### config.mk
export PLATFORM = sky130hd
export DESIGN_NAME = fetch_unit
export DESIGN_NICKNAME = d
export VERILOG_FILES = /design/src/rtl/cpu_pkg.sv /design/src/rtl/fetch_unit_imem.sv /design/src/rtl/fetch_unit.sv
export SDC_FILE = /design/constraint.sdc
export NUM_CORES = 1
export LEC_CHECK = 0
export ABC_AREA = 0
export BUFFER_PORTS_ARGS = -buffer_cell sky130_fd_sc_hd__buf_2
export CORE_MARGIN = 2
export CORE_UTILIZATION = 61
export DETAILED_ROUTE_END_ITERATION = 7
export MAX_ROUTING_LAYER = met4
export PLACE_DENSITY = 0.79
export SLEW_MARGIN = 40
export SYNTH_ARGS = -nofsm -noshare
export SYNTH_HDL_FRONTEND = slang
export SYNTH_SLANG_ARGS = --single-unit
### constraint.sdc
create_clock -name clk -period 3.5 [get_ports clk]
set_input_delay 0.7 -clock clk [delete_from_list [all_inputs] [get_ports clk]]
set_output_delay 0.7 -clock clk [all_outputs]
set_load 0.05 [all_outputs]
### src/rtl/cpu_pkg.sv
`default_nettype none
// =============================================================================
//  Module      : cpu_pkg
//  Description : Shared opcode and fetch-state types for the CPU front end.
//  Revision    : 1.0 - initial release
// =============================================================================
package cpu_pkg;

    typedef logic [3:0] opcode_t;

    // The opcode field is top-aligned: instr[IW-1 -: OPCODE_W].
    localparam int      OPCODE_W = 4;
    localparam opcode_t OP_HALT  = 4'hF;

    typedef enum logic [1:0] {
        IDLE = 2'd0,
        RUN  = 2'd1,
        HALT = 2'd2
    } fetch_state_t;

    function automatic logic is_halt(input opcode_t op);
        return op == OP_HALT;
    endfunction

endpackage
`default_nettype wire

### src/rtl/fetch_unit_imem.sv
`default_nettype none
// =============================================================================
//  Module      : imem
//  Description : DEPTH x IW instruction memory, synchronous write, async read.
//  Revision    : 1.0 - initial release
// =============================================================================
module imem #(
    parameter  int DEPTH = 16,
    parameter  int IW    = 16,
    localparam int AW    = $clog2(DEPTH)
) (
    input  logic          clk,
    input  logic          i_we,
    input  logic [AW-1:0] i_waddr,
    input  logic [IW-1:0] i_wdata,
    input  logic [AW-1:0] i_raddr,
    output logic [IW-1:0] o_rdata
);

    // Contents are deliberately not reset so a loaded program survives rst.
    logic [IW-1:0] r_mem [DEPTH];

    always_ff @(posedge clk) begin
        if (i_we) begin
            r_mem[i_waddr] <= i_wdata;
        end
    end

    assign o_rdata = r_mem[i_raddr];

endmodule
`default_nettype wire

### src/rtl/fetch_unit.sv
`default_nettype none
// =============================================================================
//  Module      : fetch_unit
//  Description : PC, IDLE/RUN/HALT sequencer and IF/ID register feeding decode.
//  Revision    : 1.0 - initial release
// =============================================================================
module fetch_unit
    import cpu_pkg::*;
#(
    parameter  int DEPTH = 16,
    parameter  int IW    = 16,
    localparam int PC_W  = $clog2(DEPTH)
) (
    input  logic            clk,
    input  logic            rst,
    input  logic            start,
    input  logic            stall,
    input  logic            branch_taken,
    input  logic [PC_W-1:0] branch_target,
    input  logic            imem_we,
    input  logic [PC_W-1:0] imem_addr,
    input  logic [IW-1:0]   imem_wdata,
    output logic [IW-1:0]   instr,
    output logic [3:0]      opcode,
    output logic [PC_W-1:0] pc_out,
    output logic            valid,
    output logic            halted
);

    fetch_state_t    r_state;
    logic [PC_W-1:0] r_pc;
    logic [IW-1:0]   r_instr;
    logic [PC_W-1:0] r_pc_out;
    logic            r_valid;

    logic [IW-1:0]   w_word;
    logic            w_we;
    opcode_t         w_fetch_op;

    // Program loading is only allowed while the fetch stream is stopped.
    assign w_we       = imem_we && (r_state != RUN);
    assign w_fetch_op = w_word[IW-1 -: OPCODE_W];

    imem #(
        .DEPTH (DEPTH),
        .IW    (IW)
    ) u_imem (
        .clk     (clk),
        .i_we    (w_we),
        .i_waddr (imem_addr),
        .i_wdata (imem_wdata),
        .i_raddr (r_pc),
        .o_rdata (w_word)
    );

    always_ff @(posedge clk) begin
        if (rst) begin
            r_state  <= IDLE;
            r_pc     <= '0;
            r_instr  <= '0;
            r_pc_out <= '0;
            r_valid  <= 1'b0;
        end else begin
            case (r_state)
                IDLE, HALT: begin
                    r_valid <= 1'b0;
                    if (start) begin
                        r_state <= RUN;
                        r_pc    <= '0;
                    end
                end
                RUN: begin
                    // A branch flushes even a halt word: that word is wrong-path.
                    if (branch_taken) begin
                        r_pc    <= branch_target;
                        r_valid <= 1'b0;
                    end else if (stall) begin
                        r_pc    <= r_pc;
                    end else if (is_halt(w_fetch_op)) begin
                        r_valid <= 1'b0;
                        r_state <= HALT;
                    end else begin
                        r_instr  <= w_word;
                        r_pc_out <= r_pc;
                        r_valid  <= 1'b1;
                        r_pc     <= r_pc + PC_W'(1);
                    end
                end
                default: begin
                    r_state <= IDLE;
                    r_valid <= 1'b0;
                end
            endcase
        end
    end

    assign instr  = r_instr;
    assign opcode = r_instr[IW-1 -: OPCODE_W];
    assign pc_out = r_pc_out;
    assign valid  = r_valid;
    assign halted = (r_state == HALT);

endmodule
`default_nettype wire

* Word-level counts from Yosys, hierarchy flattened
Memories as Yosys holds them, arrays and structs flattened. A register that Yosys moved wholly into a read port is not among the register bits. Index checks and enable logic that the tools add are counted.
Storage, ports and cells: output and inout bits 26, bits in registers 27, RAM bits 256, input port bits 30, word-level logic and storage cells 44, memories 1
Cells by class: add/subtract/negate cells 1, multiplexer cells 15, bitwise operators 4, equal/unequal tests 10, reductions and logical operators 8
Memories:
- u_imem.r_mem | depth 16, bits a word 16, read ports 1, clocked after Yosys merged registers in 1, wr ports 1, line fetch_unit_imem.sv:21 | logic [IW-1:0] r_mem [DEPTH];
Operator list (number):
- 4-bit two-way mux | 6
- 4-bit AND reduction | 3
- 2-bit two-way mux | 4
- 2-bit inequality test (second input constant) | 4
- 4-bit case mux with 2 select lines | 1
- 3-bit inequality test (second input constant) | 2
- 4-bit by 1-bit adder with 4-bit output (second input constant) | 1
- 4-bit == test (second input constant) | 1
- 1-bit NOT | 4
- 2-bit case mux with 2 select lines | 1
- 1-bit two-way mux | 3
- 3-bit OR reduction | 1
- 2-bit by 1-bit == test with 1-bit output (second input constant) | 1
- 2-bit == test (second input constant) | 1
- 2-bit logical NOT | 1
- 2-bit by 1-bit inequality test with 1-bit output (second input constant) | 1
- 2-bit nonzero test | 1
- 2-bit OR reduction | 1
- 1-bit logical AND | 1

* Depth between registers and ports, before layout
Gate-level depths: netlist of the first run.
depth after elaboration 7, mapped depth 9, depth with buffers taken out 6

* Hierarchy
A second synthesis of the first run with hierarchy kept.
Unflattened totals: cells, all modules 560, area, all modules 10889.2 um^2
By module, submodules not included:
- imem | instances 1, cells an instance 416, area an instance 9721.8 um^2, seq. area each 7687.4 um^2
- fetch_unit | instances 1, cells an instance 144, area an instance 1167.4 um^2, seq. area each 540.5 um^2

* Worst setup path before layout of the first run
No wires, ideal clock.
kind input to register, start point input port imem_addr[1], end point memory u_imem.r_mem[0][0] (enable), slack 0.822 ns, required time 3.091 ns, data arrival time 2.268 ns, setup time 0.409 ns, stages 2, cell sequence or3_1 > nor3_1
RTL lines:
- start, declared | line fetch_unit.sv:21 | input logic [PC_W-1:0] imem_addr,
- end, declared | line fetch_unit_imem.sv:21
No word-level cell before the write port.

==> flow_metrics.tcl, run 1 <==
set metrics [dict create \
    port_buffers 55 \
    rsz0062_at_grt "false" \
    vdd_drop_max_mv 0.5566 \
    antenna_found_initial 1 \
    synth_area_sq_um 11150 \
    place_congestion 0.8297 \
    dpl_cell_area_sq_um 11740 \
    nFillCells 999 \
    hold_end "r_state[0]$_SDFFE_PP0P_" \
    dieHeight_um 139.2 \
    seqPwrFrac_pct 50.3 \
    p_int_mw 6.029 \
    die_w_um 139.2 \
    cts_resized 0 \
    finalClockSkew_ns 0.01411 \
    htree_levels 1 \
    grt_overflow 0 \
    wl_per_cell_um 28.84 \
    post_cts_buffers 0 \
    clkTransAtPathRegs_ns 0.06 \
    rrSetupSlack_ns 0.53 \
    stdcell_area_sq_um 12800 \
    syn_area_per_cell_sq_um 21.29 \
    async_reset_ff_share_pct 0 \
    vias 5677 \
    first_global_vias 5800 \
    dieArea_sq_um 19380 \
    crit_path_max_fanout 18 \
    power.density_nw_per_um2 589.3 \
    rr_endpoint "instr[6]$_SDFFE_PP0P_" \
    grt_use_total_pct 26.77 \
    regArea_sq_um 8313 \
    fin_tns_setup_ns 0 \
    status "completed" \
    path_class "flop to flop" \
    cts_hold_buf 0 \
    areaGrowthSynthToFinish_pct 14.78 \
    fmax_ghz 0.3367 \
    post-route-drc-count 0 \
    clk_path_buf_depth 3 \
    rows 49 \
    synth_top_cell_by_area "edfxtp_1" \
    hold_start "start" \
    yosys_warnings 0 \
    synth_top_area_share_pct 68.92 \
    yosys-top-cells-count "256 x edfxtp_1, 65 x mux4_2, 42 x nor2_1" \
    leakage_nw 4.142 \
    max-cap-violations 0 \
    nets 637 \
    comb_power_share_pct 4.3 \
    min_path_cells 3 \
    clk_latency_ns 0.54 \
    rr_worst_depth 7 \
    cts_tree "done" \
    worst_setup_path_start_kind "flop" \
    end_kind "flop" \
    grt_max_degree 35 \
    cts.sinks 287 \
    drv_slew 0 \
    period_needed_ns 2.970 \
    clkPwrFrac_pct 45.4 \
    core_sq_um 17960 \
    wl_um 24710 \
    first_iter_violations 534 \
    crit_arrival_ns 3.36 \
    cts_buffers 27 \
    critical_path_required_ns 3.89 \
    synth_edf_count 256 \
    multi_input_area_sq_um 2654 \
    hold_path_class "input port to flop" \
    start_util_pct 62.10 \
    p_sw_share_pct 20.10 \
    hold_viol 0 \
    ys_ff_latch 287 \
    min_period_over_period_pct 84.87 \
    synthFlopType "edfxtp_1" \
    drt-pass1-iter-count 6 \
    grt_pass1_wl_um 36790 \
    via_per_inst 6.624 \
    synth_area_leaders "edfxtp_1 69%, mux4_2 13%, dfxtp_1 5.6%" \
    io_pins 56 \
    worst_pin_slew_ns 0.7477 \
    antenna_left 0 \
    final_layout_size_suffix_gt1_share_pct 34.13 \
    netlist_instances 524 \
    syn-num-nets 555 \
    dp_hpwl_um 12960 \
    switchingPower_mw 1.516 \
    yosysMostFrequentCell "edfxtp_1" \
    synth.distinct_cells 38 \
    seq_area_frac_synth_pct 74.48 \
    setup_viol 0 \
    root_buffer "clkbuf_16" \
    maxSlewHeadroom_pct 50.15 \
]
## cell usage in the layout, fill, tap and decap left out, drive strengths merged
cell type    n
diode        1
mux2i       22
xor2         1
nand4        2
clkinvlp     6
edfxtp     256
nor4         1
clkinv       5
or4          1
dfxtp       31
ha           1
bufinv       9
nand3        9
mux4        76
o2111ai      1
a221oi       1
xnor2        1
nor2b        3
a21oi        5
o2bb2ai      2
inv          4
a22oi        4
nor3         4
buf         81
or3          2
o221a        1
o221ai       1
o32ai        6
o21ai        1
clkbuf      29
nand2       12
a41oi        1
and4         1
nor2        42
nand2b       5
## critical path: stages (launching register included)
cell and delay, ns:
dfxtp_4 0.57, mux4_1 0.64, a22oi_2 0.17, nand3_2 0.20
a41oi_4 0.40, buf_4 0.41, mux2i_1 0.33, nor2_1 0.09
## per-stage QoR
step / hold WS (ns) / instances / worst slack, ns / util (%) / total power [mW]
after floorplan: 0.4525 / 524 / 0.8223 / - / 4.077
after global placement: 0.4673 / 806 / 0.8233 / 65.33 / 4.169
after detailed placement: 0.4811 / 806 / 0.6584 / 65.33 / 4.187
after CTS: 0.4408 / 856 / 0.5741 / 71.26 / 7.581
after global routing: 0.4716 / 857 / 0.4758 / 71.28 / 7.725
final: 0.4511 / 857 / 0.5296 / 71.28 / 7.545
## sequential cells by signal, indices dropped and copies added, names as in the netlist, named ones only
| name | count |
|---|---|
| pc_out | 4 |
| r_pc | 4 |
| u_imem.r_mem | 256 |
| instr | 16 |
| r_state | 2 |
| valid | 1 |
## worst max path at each step
stage / from / end / slack [ns] / cells past startpoint
2_1_floorplan: imem_addr[1] / u_imem.r_mem[0][0]$_DFFE_PP_ / 0.82 / 2
3_3_place_gp: flop / instr[7]$_SDFFE_PP0P_ / 0.82 / 7
3_5_place_dp: flop / instr[6]$_SDFFE_PP0P_ / 0.66 / 7
4_1_cts: flop / instr[6]$_SDFFE_PP0P_ / 0.57 / 7
5_1_grt: flop / instr[6]$_SDFFE_PP0P_ / 0.48 / 7
6_report: flop / instr[6]$_SDFFE_PP0P_ / 0.53 / 7
## power groups by stage
stage,clock network (mW),registers (mW),logic (mW)
6_report,3.42,3.79,0.327
4_1_cts,3.46,3.79,0.328
5_1_grt,3.58,3.80,0.347
2_1_floorplan,0,3.87,0.204
3_5_place_dp,0,3.87,0.320
3_3_place_gp,0,3.86,0.306
## logic make-up (layout without fill, tap and decap cells)
logic type	after synthesis	count (layout)	share of synthesized area, %
buf+inv	31	134	2.075
flops	287	287	74.48
compound gates	23	23	1.851
mux	98	98	17.69
fa+ha+maj	1	1	0.1122
simple gates	82	82	3.634
other cells	0	1	0
xor+xnor	2	2	0.1571
## cell type report
type	instances	area share [%]
clock inverter	21	2.834
clock buffer	29	5.492
multi-input combinational	206	20.73
sequential	287	64.93
tap	229	2.238
antenna	1	0.01954
timing repair buffer	81	3.674
inverter	3	0.08795
## metal layers
metal  routed length [um]  track usage (%)  up-vias
li1                     -                -     2341
met1                 9397            35.45     2947
met2                12660            43.60      323
met3                 1856            4.026       66
met4                  796            8.985        0
met5                    0                -        -
(Power assumes the default switching activity.)
==> run 2, diff against run 1 <==
ABC_AREA = 1   (was 0)
CORE_UTILIZATION = 55   (was 61)
PLACE_DENSITY = 0.76   (was 0.79)
clock period = 2.7 ns   (was 3.5 ns; I/O delays follow)
==> run 2 against run 1 <==
Sequential share of layout area down 1.3 points; core utilization fell by 6.9 points; die area rose by 13%; clock power rose by 18%; wire length up 7.2%; cell count up 53%; hold slack got worse by 0.17 ns; critical path depth up 6; non-clock buffer count grew 10; register-to-register slack got worse by 0.19 ns; first-iteration DRC count rose by 68%; power rose by 33%.
==> flow_metrics.tcl, run 2 <==
set metrics [dict create \
    synth_edf_count 256 \
    clkPwrFrac_pct 40.2 \
    finalClockSkew_ns 0.007647 \
    drv_slew 0 \
    synth_area_sq_um 11420 \
    yosys_warnings 0 \
    synthFlopType "edfxtp_1" \
    grt_pass1_wl_um 40900 \
    clkTransAtPathRegs_ns 0.06 \
    cts.sinks 287 \
    fin_tns_setup_ns 0 \
    clk_latency_ns 0.54 \
    place_congestion 0.8551 \
    switchingPower_mw 2.405 \
    min_period_over_period_pct 87.27 \
    start_util_pct 56.26 \
    power.density_nw_per_um2 768.1 \
    leakage_nw 4.719 \
    seqPwrFrac_pct 49.2 \
    io_pins 56 \
    final_layout_size_suffix_gt1_share_pct 15.50 \
    comb_power_share_pct 10.6 \
    dp_slack_ns 0.3936 \
    setup_viol 0 \
    synth_top_cell_by_area "edfxtp_1" \
    cts_tree "done" \
    final_cell_mix "256 x edfxtp_1, 154 x nand2_1, 133 x nor2_1" \
    maxSlewHeadroom_pct 48.50 \
    fin_ws_ns 0.3436 \
    p_int_mw 7.630 \
    syn-num-nets 989 \
    crit_path_max_fanout 25 \
    first_global_vias 7282 \
    wl_met1_um 10430 \
    root_buffer "clkbuf_16" \
    core_sq_um 20300 \
    port_buffers 55 \
    cts_hold_buf 0 \
    yosys-top-cells-count "256 x edfxtp_1, 154 x nand2_1, 149 x nor2_1" \
    wl_met3_um 2685 \
    areaGrowthSynthToFinish_pct 14.40 \
    hold_viol 0 \
    synth_xor_area_share_pct 0.07670 \
    layout_commonest_cell "edfxtp_1" \
    clk_path_buf_depth 3 \
    worst_setup_path_start_kind "flop" \
    post_cts_buffers 0 \
    netlist_instances 958 \
    highest_layer "met4" \
    via_per_inst 5.861 \
    nFillCells 1478 \
    status "completed" \
    n_antenna_cell 0 \
    critical_path_required_ns 3.17 \
    synth_top_area_share_pct 67.32 \
    dpl_cell_area_sq_um 12100 \
    worst_pin_slew_ns 0.7716 \
    fmax_ghz 0.4244 \
    post-route-drc-count 0 \
    rows 52 \
    dieHeight_um 148.1 \
    syn_area_per_cell_sq_um 11.92 \
    htree_levels 1 \
    first_iter_violations 896 \
    synth_top_family_by_area "simple AND/OR/NAND/NOR gates" \
    yosysMostFrequentCell "edfxtp_1" \
    seq_area_frac_synth_pct 72.75 \
    synth-compound-area-share_pct 9.905 \
    antenna_found_initial 0 \
    dp_hpwl_um 15270 \
    synth-simple-area-share_pct 12.87 \
    vdd_drop_max_mv 0.6248 \
    crit_arrival_ns 2.82 \
    path_class "flop to flop" \
    vias 7672 \
    largest_reg_flops 256 \
    grt_max_degree 61 \
    rsz0062_at_grt "false" \
    period_needed_ns 2.356 \
    top_register "u_imem.r_mem" \
    cts_resized 0 \
    synth.distinct_cells 25 \
    wl_met2_um 12520 \
    die_w_um 148.1 \
    grt_overflow 0 \
    stdcell_area_sq_um 13060 \
    synth_fa_ha_area_share_pct 0.1096 \
    nets 1049 \
    antenna_left 0 \
    end_kind "flop" \
    instances_no_fill 1309 \
    final_util_pct 64.36 \
    async_reset_ff_share_pct 0 \
    cts_buffers 28 \
    max-cap-violations 0 \
    ys_ff_latch 287 \
    drt-pass1-iter-count 5 \
    hold_path_class "input port to flop" \
    wl_um 26500 \
    synth_area_leaders "edfxtp_1 67%, dfxtp_1 5.4%, nand2_1 5.1%" \
    p_sw_share_pct 23.96 \
    wl_per_cell_um 20.24 \
    grt_use_total_pct 25.25 \
    place_inst 1258 \
    dieArea_sq_um 21930 \
    synth_mux_area_share_pct 0 \
]
==> run 2: cell types whose count changed in the layout (fill, tap and decap cells not counted), moves of 19 or more <==
cell,delta
nor2_1,+94
a21oi_1,+19
inv_1,+40
mux4_2,-65
nand3_1,+58
nand2_1,+142
mux2i_1,-22
o21ai_0,+103
o221ai_1,+34
==> run 2: cell type report <==
type	instances	area, sq um	share of cell area, %
Clock inverter	20	235.2	1.801
Multi-Input combinational cell	564	2663	20.38
Inverter	46	173.9	1.331
Timing Repair Buffer	91	608.1	4.655
Sequential cell	287	8313	63.63
Tap cell	270	337.8	2.586
Clock buffer	31	733.2	5.612
==> run 2: critical path: stages (launching register included) <==
cell and delay (ns):
dfxtp_4 0.35, clkinv_2 0.32, buf_4 0.34, nand2_1 0.07, nand2_1 0.05, nand2_1 0.05, nand3_1 0.10, nand3_1 0.10
nand2_1 0.11, nand4_1 0.14, nand3_1 0.11, inv_2 0.25, nand2_1 0.12, a21oi_1 0.15
==> run 2: logic make-up (layout without fill, tap and decap cells) <==
kind of cell / after synthesis / count (layout)
compound gates: 194 / 194
fa+ha+maj: 1 / 1
xor+xnor: 1 / 1
simple gates: 368 / 368
buf+inv: 107 / 188
flops: 287 / 287
==> run 2: final timing paths <==
path,start,endpoint,slack (ns),cells after the start
max,flop,instr[7]$_SDFFE_PP0P_,0.34,13
min,stall,valid$_SDFFE_PP0N_,0.28,3
max reg2reg,flop,instr[7]$_SDFFE_PP0P_,0.34,13
min reg2reg,instr[5]$_SDFFE_PP0P_,instr[5]$_SDFFE_PP0P_,0.46,2
==> run 2: metal layers <==
layer / track usage, % / vias up
li1: - / 3532
met1: 34.25 / 3683
met2: 39.38 / 404
met3: 4.693 / 53
met4: 8.000 / 0
met5: - / -
==> run 2: per-stage QoR <==
stage | power [mW] | hold slack [ns]
6_report | 10.03 | 0.2814
2_1_floorplan | 5.724 | 0.4656
3_5_place_dp | 6.071 | 0.4536
5_1_grt | 10.35 | 0.2785
4_1_cts | 10.07 | 0.2637
3_3_place_gp | 6.052 | 0.4442
==> run 2: power groups by stage <==
stage | clock [mW] | combinational [mW] | sequential, mW
floorplan | 0 | 0.659 | 5.07
global placement | 0 | 1.02 | 5.03
detailed placement | 0 | 1.04 | 5.03
CTS | 4.07 | 1.05 | 4.94
global route | 4.25 | 1.17 | 4.94
finish | 4.03 | 1.06 | 4.94
